<file path="config.mk">
export PLATFORM = sky130hd
export DESIGN_NAME = wb_uart_arbiter
export DESIGN_NICKNAME = d
export VERILOG_FILES = /design/src/rtl/wb_uart_pkg.sv /design/src/rtl/wb_arb_pick.sv /design/src/rtl/wb_uart_arbiter.sv
export SDC_FILE = /design/constraint.sdc
export NUM_CORES = 1
export LEC_CHECK = 0
export BUFFER_PORTS_ARGS = -buffer_cell sky130_fd_sc_hd__buf_2
export CAP_MARGIN = 20
export CORE_MARGIN = 2
export CORE_UTILIZATION = 48
export DETAILED_ROUTE_END_ITERATION = 16
export MAX_ROUTING_LAYER = met4
export PLACE_DENSITY_LB_ADDON = 0.12
export SETUP_SLACK_MARGIN = 0.05
export SYNTH_ARGS = -nofsm -noshare
export SYNTH_HDL_FRONTEND = slang
export SYNTH_SLANG_ARGS = --single-unit
</file>
<file path="constraint.sdc">
create_clock -name i_clk -period 3.6 [get_ports i_clk]
set_clock_uncertainty 0.1 [all_clocks]
set_input_delay 0.36 -clock i_clk [delete_from_list [all_inputs] [get_ports i_clk]]
set_output_delay 0.36 -clock i_clk [all_outputs]
set_load 0.03 [all_outputs]
</file>
<file path="src/rtl/wb_uart_pkg.sv">
// Shared definitions for the two-requester Wishbone arbiter in front of the
// wb_uart slave: FSM state encoding, grant encodings, UART register addresses
// and default bus widths.
package wb_uart_pkg;

  localparam int DEF_DATA_W = 32;
  localparam int DEF_ADDR_W = 32;

  // wb_uart register map entries used by the requesters
  localparam logic [7:0] UART_RX_FIFO_ADDR = 8'h11;
  localparam logic [7:0] UART_TX_FIFO_ADDR = 8'h12;

  // One-hot grant encodings; bit n belongs to requester n
  localparam logic [1:0] GNT_NONE = 2'b00;
  localparam logic [1:0] GNT_M0   = 2'b01;
  localparam logic [1:0] GNT_M1   = 2'b10;

  typedef enum logic [1:0] {
    ST_IDLE  = 2'd0,
    ST_ISSUE = 2'd1,
    ST_WAIT  = 2'd2,
    ST_DONE  = 2'd3
  } arb_state_e;

endpackage

</file>
<file path="src/rtl/wb_arb_pick.sv">
// Combinational winner selection for the two-requester arbiter.
// With rr_en low, m0 wins any tie. With rr_en high, a tie goes to the
// requester that did not win last time. A lone requester always wins.
module wb_arb_pick
  import wb_uart_pkg::*;
(
  input  logic [1:0] req,
  input  logic [1:0] last_grant,
  input  logic       rr_en,
  output logic [1:0] winner
);

  // Resolve the one-hot winner from the current request vector
  always_comb begin
    winner = GNT_NONE;
    case (req)
      2'b01:   winner = GNT_M0;
      2'b10:   winner = GNT_M1;
      2'b11: begin
        if (rr_en && (last_grant == GNT_M0)) begin
          winner = GNT_M1;
        end else begin
          winner = GNT_M0;
        end
      end
      default: winner = GNT_NONE;
    endcase
  end

endmodule

</file>
<file path="src/rtl/wb_uart_arbiter.sv">
// Two-requester Wishbone arbiter in front of the wb_uart slave port.
// Each transaction runs IDLE -> ISSUE -> WAIT -> DONE: the winner's address,
// data and direction are latched at grant, the strobe is raised for the single
// ISSUE cycle, slave read data is captured at the end of WAIT, and the owner
// gets a one-cycle ack in DONE.
// Optional feature: define WB_ARB_ROUND_ROBIN_EN to alternate ties between
// the requesters; by default m0 has fixed priority and no history is kept.
module wb_uart_arbiter
  import wb_uart_pkg::*;
#(
  parameter int DATA_W = DEF_DATA_W,
  parameter int ADDR_W = DEF_ADDR_W
)
(
  input  logic              i_clk,
  input  logic              i_rst_n,
  input  logic              m0_req,
  input  logic              m0_we,
  input  logic [ADDR_W-1:0] m0_addr,
  input  logic [DATA_W-1:0] m0_wdata,
  output logic              m0_ack,
  input  logic              m1_req,
  input  logic              m1_we,
  input  logic [ADDR_W-1:0] m1_addr,
  input  logic [DATA_W-1:0] m1_wdata,
  output logic              m1_ack,
  output logic [DATA_W-1:0] o_rdata,
  output logic [ADDR_W-1:0] o_wb_addr,
  output logic [DATA_W-1:0] o_wb_data,
  output logic              o_wb_we,
  output logic              o_wb_strobe,
  input  logic [DATA_W-1:0] i_wb_data,
  output logic [1:0]        o_grant
);

  arb_state_e  state;
  logic [1:0]  req_vec;
  logic [1:0]  last_grant;
  logic [1:0]  winner;
  logic        rr_mode;

  assign req_vec = {m1_req, m0_req};

`ifdef WB_ARB_ROUND_ROBIN_EN
  assign rr_mode = 1'b1;

  // Remember who won most recently so the next tie goes the other way;
  // starts at m1 so that m0 wins the first tie after reset
  always_ff @(posedge i_clk or negedge i_rst_n) begin
    if (!i_rst_n) begin
      last_grant <= GNT_M1;
    end else if ((state == ST_IDLE) && (winner != GNT_NONE)) begin
      last_grant <= winner;
    end
  end
`else
  // Fixed priority: no history register, the picker sees a constant
  assign rr_mode    = 1'b0;
  assign last_grant = GNT_M1;
`endif

  wb_arb_pick u_pick (
    .req        (req_vec),
    .last_grant (last_grant),
    .rr_en      (rr_mode),
    .winner     (winner)
  );

  // Transaction sequencer with all bus-facing outputs registered
  always_ff @(posedge i_clk or negedge i_rst_n) begin
    if (!i_rst_n) begin
      state       <= ST_IDLE;
      o_wb_strobe <= 1'b0;
      o_wb_we     <= 1'b0;
      o_wb_addr   <= '0;
      o_wb_data   <= '0;
      o_rdata     <= '0;
      m0_ack      <= 1'b0;
      m1_ack      <= 1'b0;
      o_grant     <= GNT_NONE;
    end else begin
      case (state)
        ST_IDLE: begin
          // Latch the winner's request; later input changes are ignored
          if (winner != GNT_NONE) begin
            o_grant     <= winner;
            o_wb_strobe <= 1'b1;
            if (winner[0]) begin
              o_wb_addr <= m0_addr;
              o_wb_data <= m0_wdata;
              o_wb_we   <= m0_we;
            end else begin
              o_wb_addr <= m1_addr;
              o_wb_data <= m1_wdata;
              o_wb_we   <= m1_we;
            end
            state <= ST_ISSUE;
          end
        end
        ST_ISSUE: begin
          o_wb_strobe <= 1'b0;
          state       <= ST_WAIT;
        end
        ST_WAIT: begin
          // Slave data is valid in this cycle; writes keep the old read data
          if (!o_wb_we) begin
            o_rdata <= i_wb_data;
          end
          m0_ack <= o_grant[0];
          m1_ack <= o_grant[1];
          state  <= ST_DONE;
        end
        ST_DONE: begin
          m0_ack  <= 1'b0;
          m1_ack  <= 1'b0;
          o_grant <= GNT_NONE;
          state   <= ST_IDLE;
        end
        default: begin
          state <= ST_IDLE;
        end
      endcase
    end
  end

endmodule

</file>
== Word level (Yosys, flattened, before mapping) ==
Index checks and enable logic that the tools add are counted.
Word-level totals
  register bits after elaboration: 104
  input bits: 166
  output and inout bits: 102
  word-level logic and storage cells: 39
Cells by class
  equal/unequal tests: 7
  multiplexer cells: 12
  bitwise logic cells: 1
  reductions and logical operators: 10
Operators by type and width (count)
  two-way mux 32 bit: 2
  equality test 2 bit (second input constant): 4
  case mux 2 bit (2 select lines): 2
  case mux 2 bit (4 select lines): 1
  AND reduction 2 bit: 4
  nonzero test 2 bit: 4
  case mux 1 bit (2 select lines): 3
  equality test 2 x 1 -> 1 bit (second input constant): 2
  two-way mux 2 bit: 2
  logical NOT 2 bit: 1
  two-way mux 1 bit: 2
  inequality test 2 bit (second input constant): 1
  OR reduction 2 bit: 1
  inverter 1 bit: 1

== Logic depth before layout (Yosys ltp) ==
Gate-level depths: netlist of the first run.
  word-level depth: 6
  mapped depth: 8
  gate-level depth less buffers: 5

== Cells and area by module ==
From an unflattened synthesis of the first run, not the netlist that was laid out.
Unflattened totals
  cell total of the unflattened synthesis: 405
  area total of the unflattened synthesis: 4523.1 um2
Modules (own cells, without submodules)
  wb_uart_arbiter: times used 1, cells each 401, area an instance 4486.8 um2, seq. area each 2602.5 um2
  wb_arb_pick: times used 1, cells each 4, area an instance 36.3 um2, seq. area each 0.0 um2

== Least setup slack after synthesis of the first run ==
OpenSTA, ideal clock, no wires.
  path kind: register -> register
  start point: register state[0]
  end point: register o_rdata[0]
  setup time: 0.128 ns
  arrival: 1.488 ns
  required time: 3.372 ns
  setup slack: 1.884 ns
  cell stages (with the launch flop): 7
  buffers on the path: 2
  clock period less this slack: 1.716 ns
  cells stage by stage: dfrtp_1 inv_1 ha_1 nor2b_1 buf_2 buf_4 mux2_1
Between the ends
  longest elaborated chain between the ends: 2
RTL lines
  start: declaration: line wb_uart_arbiter.sv:36  | arb_state_e state;
  start signal: assignment: line wb_uart_arbiter.sv:72  | state <= ST_IDLE;
  start signal: assignment: line wb_uart_arbiter.sv:97  | state <= ST_ISSUE;
  start signal: assignment: line wb_uart_arbiter.sv:102  | state <= ST_WAIT;
  equality test 2 bit: line wb_uart_arbiter.sv:82  | case (state)
  AND reduction 2 bit (no source line)
  end signal: assignment: line wb_uart_arbiter.sv:107  | o_rdata <= i_wb_data;
  end: declaration: line wb_uart_arbiter.sv:27  | output logic [DATA_W-1:0] o_rdata,
No other way between the ends.
A chain may end at the register's enable or synchronous reset.

== Final worst setup path of the first run ==
  start point: register state[0]
  end point: register state[1]
Between the ends
  longest elaborated chain between the ends: 2
  elaborated cells between the ends (all ways): 6
  those cells by class: eq/ne (4); mux (1); reduce/logical (1)
RTL lines (line)
  equality test 2 bit, or another cell as far along: wb_uart_arbiter.sv:82
  case mux 2 bit (4 select lines) / inequality test 2 bit (equally long branches)
Parallel ways exist; a longest one is shown, timed or not.

==> flow_summary_export.csv, run 1 <==
group,metric,value,unit
cells_and_area,drive_above_1_share,0.415,
cells_and_area,area_delta_synth_final,32.7,%
critical_path,startpoint,"state[0]$_DFFE_PN0P_",
critical_path,reg2reg_to,"state[1]$_DFFE_PN0P_",
critical_path,cp-end-kind,"register",
critical_path,critPathLaunchType,"register",
global_routing,grt_usage,0.254,
detailed_routing,post_drt_wl_per_cell,16.4,um
detailed_routing,drtAntennaViolNets,0,
critical_path,r2r_slack,1.30,ns
synthesis,yosys_warnings,0,
timing,finalCriticalPeriod,2.30,ns
timing,relSlewSlack,0.460,
synthesis,synth_edf_count,0,
global_routing,grt_pass1_wl,21.8,mm
die,die_x,105,um
synthesis,synth_cell_types,23,
die,dieHeight,105,um
status,status,"completed",
power_and_ir_drop,p_leak,3.08,nW
cells_and_area,finalInstanceArea,6450,um2
critical_path,worstPathRequired,3.73,ns
worst_hold_path,hold_path_end,"o_rdata[14]$_DFFE_PN0P_",
synthesis,synthCells,469,
detailed_routing,via_per_inst,5.43,
cts,clockBufferDepth,2,
detailed_routing,drt-total-wl,14.0,mm
cts,numCtsBuffers,9,
timing,fmax,434,MHz
cts,cts-root-buf,"clkbuf_8",
synthesis,ys_ff_latch,104,
detailed_routing,vias,4634,
die,rows,36,
synthesis,ys_seq_area_frac,0.536,
cts,cts_tree,"built",
global_routing,grt_max_degree,72,
timing,slew_violations,0,
timing,hold_violations,0,
critical_path,reg2reg_depth,5,
critical_path,cp.arrival,2.44,ns
place,placed_cell_area,6240,um2
critical_path,cp_max_fo,71,
synthesis,synthFlopType,"dfrtp_1",
cts,cts_setup_buffers,0,
critical_path,r2r-start,"state[0]$_DFFE_PN0P_",
timing,period_share,0.640,
power_and_ir_drop,power,6.43,mW
timing,worst_pin_slew,0.810,ns
detailed_routing,drt_iter0_drc,199,
detailed_routing,dr.pass1.iters,4,
place,numPortBuffers,267,
place,place_congestion,0.817,
cells_and_area,num_antenna_cells,0,
global_routing,grt.overflow.total,0,
cells_and_area,fill_cells,830,
worst_hold_path,hold_depth,2,
job,drv_cap,0,
critical_path,critical_path_class,"register to register",
timing,tns,0,ns
die,coreArea,9820,um2
power_and_ir_drop,p_per_area,997,nW/um2
timing,rsz0062_at_grt,"no",
die,dieArea,10900,um2
die,initial_utilization,0.495,
power_and_ir_drop,ir_drop,0.456,mV
detailed_routing,drc,0,
die,io-pin-count,268,
synthesis,syn_area_per_cell,10.4,um2
cells_and_area,fin_nets,888,
timing,setup-violations-final,0,
worst_hold_path,worst_hold_startpoint,"i_wb_data[14]",
cts,clkTransAtPathRegs,0.10,ns
cts,cts.sinks,104,
global_routing,grt_pass1_vias,4505,
cts,cts_max_level,3,
global_routing,antenna_found_initial,0,
place,dp_hpwl,10.1,mm
synthesis,synthArstFlopShare,1.00,
synthesis,netlist_area,4860,um2
cts,insertion_delay,0.35,ns
synthesis,syn-num-nets,641,
worst_hold_path,min_path_type,"input pin to register",
==> cell usage after synthesis (all sizes together) (2+ instances only) <==
cell	n	share of area
o22ai	128	0.16
dfrtp	104	0.54
nor2	68	0.053
nand2b	65	0.084
buf	33	0.036
mux2	33	0.076
clkbuf	7	0.0054
ha	6	0.015
nand2	5	0.0039
inv	4	0.0031
a21oi	3	0.0031
o21ai	3	0.0031
mux2i	2	0.0041
==> area by class of cell <==
type	count	area (um2)	area share
multi-input cells	321	2060	0.319
well taps	133	166	0.0258
repair buffers	276	1410	0.218
inverters	4	15.0	0.00233
clock inverters	4	55.1	0.00854
flip-flops and latches	104	2600	0.403
clock buffers	11	141	0.0219
==> stage by stage <==
step	hold slack [ns]	std cells	worst slack (ns)	utilization
finish	0.109	853	1.30	0.657
global route	0.0984	853	1.10	0.657
CTS	0.0941	853	1.26	0.657
detailed placement	0.368	837	1.27	0.636
global placement	0.362	837	1.36	0.636
floorplan	-0.0356	469	1.88	-
==> layout by cell type, fill, tap and decap left out <==
cell	n
mux2_2	3
nor2_1	68
clkbuf_1	1
clkinv_4	2
clkinvlp_4	1
buf_4	9
inv_1	4
o22ai_1	128
bufinv_16	1
mux2_1	30
or2_2	1
nand2b_1	64
nor2b_2	1
nor3b_2	1
ha_4	1
nand3_1	1
dfrtp_1	104
nand2_2	1
dlygate4sd3_1	1
buf_2	266
o32ai_1	1
clkbuf_8	10
nand2b_2	1
and3b_1	1
ha_1	5
o21ai_0	3
a21oi_1	3
nand2_1	4
o21ba_2	1
mux2i_1	2
nor3_1	1
==> power by group <==
part	internal [mW]	leakage, nW	switching, mW
combinational	1.17	1.76	2.35
clock	0.340	0.0956	0.383
sequential	1.78	1.23	0.409
total	3.29	3.08	3.14
==> cell families after synthesis <==
kind of cell,after synthesis,share of synthesized area
AO/OA/AOI/OAI,136,0.175
adder cells (fa/ha/maj),6,0.0154
buffers and inverters,44,0.0445
flip-flops,104,0.536
multiplexers,35,0.0806
AND/OR/NAND/NOR,144,0.149
==> registers in the layout, indices dropped and copies added (netlist names) <==
| name | cells |
|---|---|
| m0_ack | 1 |
| m1_ack | 1 |
| o_grant | 2 |
| o_rdata | 32 |
| o_wb_addr | 32 |
| o_wb_data | 32 |
| o_wb_strobe | 1 |
| o_wb_we | 1 |
| state | 2 |
==> metal layers <==
metal | vias up | track usage | wire length, um
li1 | 2192 | - | -
met1 | 2220 | 0.300 | 5670
met2 | 198 | 0.442 | 7230
met3 | 24 | 0.0468 | 817
met4 | 0 | 0.0771 | 290
met5 | - | - | 0
==> worst max-delay path, stage by stage (launching register included) <==
cell	delay [ns]
dfrtp_1	0.42
inv_1	0.17
ha_4	0.18
buf_4	0.52
nor3b_2	0.42
mux2_2	0.38
==> worst max path at each step <==
stage                             endpoint  slack, ns  cells past startpoint
global placement      state[1]$_DFFE_PN0P_       1.36                      5
CTS                   state[1]$_DFFE_PN0P_       1.26                      5
global route          state[1]$_DFFE_PN0P_       1.10                      5
floorplan           o_rdata[0]$_DFFE_PN0P_       1.88                      6
detailed placement    state[1]$_DFFE_PN0P_       1.27                      5
finish                state[1]$_DFFE_PN0P_       1.30                      5
==> what timing repair did <==
item / 4_1_cts / 5_1_grt
endpoints found under the hold margin: 56 / 0
resized for setup: 0 / 0
hold buffers: 1 / 0
(Power assumes the default switching activity.)
==> run 2: changes to the inputs <==
Settings changed: CORE_UTILIZATION 48 to 40.
Clock period 3.6 ns to 2.02 ns, I/O delays scaled along.
==> flow_summary_export.csv, run 2 (same netlist as run 1, synthesis figures left out) <==
group,metric,value,unit
global_routing,grt_pass1_vias,4829,
timing,setup-violations-final,0,
power_and_ir_drop,p_int,6.36,mW
critical_path,crit_buf_inv,2,
cts,cts_max_level,3,
power_and_ir_drop,power,12.1,mW
timing,whs,0.00619,ns
detailed_routing,routed-wl-met2,7.65,mm
global_routing,grt_usage,0.235,
critical_path,critical_path_class,"register to register",
die,initial_utilization,0.408,
power_and_ir_drop,power_frac_clock,0.142,
cts,ctsResizeCount,0,
cts,cts_setup_buffers,0,
die,io-pin-count,268,
power_and_ir_drop,p_leak,3.31,nW
global_routing,antenna_found_initial,0,
cells_and_area,num_antenna_cells,0,
timing,relSlewSlack,0.490,
cells_and_area,area_delta_synth_final,43.7,%
cells_and_area,drive_above_1_share,0.406,
cts,clkTransAtPathRegs,0.07,ns
detailed_routing,post_drt_wl_per_cell,16.6,um
place,dp_hpwl,10.6,mm
critical_path,cp-end-kind,"register",
critical_path,cp_max_fo,32,
detailed_routing,vias,4812,
place,place_congestion,0.784,
power_and_ir_drop,ir_drop,0.684,mV
cts,insertion_delay,0.34,ns
cts,cts-root-buf,"clkbuf_16",
cts,cts_tree,"built",
global_routing,grt_max_degree,67,
cells_and_area,top_regs,"o_rdata: 32 flops, o_wb_addr: 32 flops, o_wb_data: 32 flops",
cells_and_area,fin_nets,928,
timing,fmax,557,MHz
place,place_inst,859,
detailed_routing,dr.pass1.iters,6,
timing,period_share,0.889,
timing,slew_violations,0,
global_routing,grt.overflow.total,0,
critical_path,critPathTopFamily,"flip-flops",
detailed_routing,highest_layer,"met4",
critical_path,worstPathRequired,2.14,ns
cells_and_area,final_cell_count_no_fill,908,
status,status,"completed",
die,dieArea,13000,um2
place,numPortBuffers,267,
power_and_ir_drop,comb_power_share,0.533,
job,drv_cap,0,
die,rows,40,
detailed_routing,drt-total-wl,15.0,mm
detailed_routing,drtAntennaViolNets,0,
die,coreArea,11900,um2
power_and_ir_drop,p_sw,5.77,mW
power_and_ir_drop,swShare,0.475,
place,pre_cts_slack,0.230,ns
die,die_x,114,um
cells_and_area,layout_commonest_cell,"buf_2",
power_and_ir_drop,seq_power_share,0.324,
cts,clockBufferDepth,2,
timing,rsz0062_at_grt,"no",
cts,numCtsBuffers,9,
detailed_routing,via_per_inst,5.30,
power_and_ir_drop,p_per_area,1740,nW/um2
critical_path,cp.arrival,1.92,ns
timing,hold_violations,0,
worst_hold_path,min_path_type,"input pin to register",
critical_path,max_stage_delay,0.41,ns
global_routing,grt_pass1_wl,23.5,mm
timing,worst_pin_slew,0.764,ns
cells_and_area,final_cell_mix,"266 x buf_2, 128 x o22ai_1, 104 x dfrtp_1, 68 x nor2_1, 64 x nand2b_1",
critical_path,path_cells,"inv_1, ha_1, nor2b_2, buf_12, mux2_1",
detailed_routing,drc,0,
detailed_routing,drt_iter0_drc,255,
timing,tns,0,ns
timing,finalCriticalPeriod,1.80,ns
critical_path,cp_slowest_cell,"dfrtp_1",
cts,cts.sinks,104,
timing,fin_ws,0.225,ns
critical_path,critPathLaunchType,"register",
detailed_routing,drt-met1-wl,6.10,mm
die,dieHeight,114,um
cts,hold_buffers,33,
detailed_routing,met3_wirelength,874,um
==> run 2: worst reg2reg max path, stage by stage, from the launching register on <==
cell and delay [ns]:
dfrtp_1 0.41, inv_1 0.18, ha_1 0.19, nor2b_2 0.19, buf_12 0.22, mux2_1 0.37
==> run 2: layout make-up <==
cell class	instances	area (um2)
Sequential cell	104	2600
Clock buffer	12	267
Multi-Input combinational cell	321	2060
Clock inverter	4	26.3
Inverter	4	15.0
Timing Repair Buffer	316	1830
Tap cell	147	184
Fill cell	1061	4930
==> run 2: power by group through the flow <==
stage	combinational (mW)	sequential [mW]	clock, mW
final	6.47	3.94	1.73
after detailed placement	6.45	3.96	0
after global routing	7.01	4.08	1.85
after floorplan	2.41	5.95	0
after CTS	6.50	3.93	1.76
after global placement	6.32	3.92	0
==> run 2: routing by layer <==
layer  vias to the layer above  GRT usage
li1                       2273          -
met1                      2336      0.271
met2                       175      0.402
met3                        28     0.0413
met4                         0      0.103
met5                         -          -
==> run 2: worst paths after layout <==
path | start | to | slack (ns) | cells after the start
min reg2reg | o_rdata[1]$_DFFE_PN0P_ | o_rdata[1]$_DFFE_PN0P_ | 0.38 | 1
min in group asynchronous | i_rst_n | o_wb_addr[1]$_DFFE_PN0P_ | 0.24 | 2
max in group asynchronous | i_rst_n | o_rdata[8]$_DFFE_PN0P_ | 0.83 | 3
max | state[0]$_DFFE_PN0P_ | o_rdata[4]$_DFFE_PN0P_ | 0.22 | 5
min | m0_wdata[17] | o_wb_data[17]$_DFFE_PN0P_ | 0.006 | 3
max reg2reg | state[0]$_DFFE_PN0P_ | o_rdata[4]$_DFFE_PN0P_ | 0.22 | 5
==> run 2: per-stage QoR <==
step | cell area [um2] | util
after floorplan | 4860 | -
after global placement | 6360 | 0.534
after detailed placement | 6360 | 0.534
after CTS | 6980 | 0.586
after global routing | 6980 | 0.586
final | 6980 | 0.586
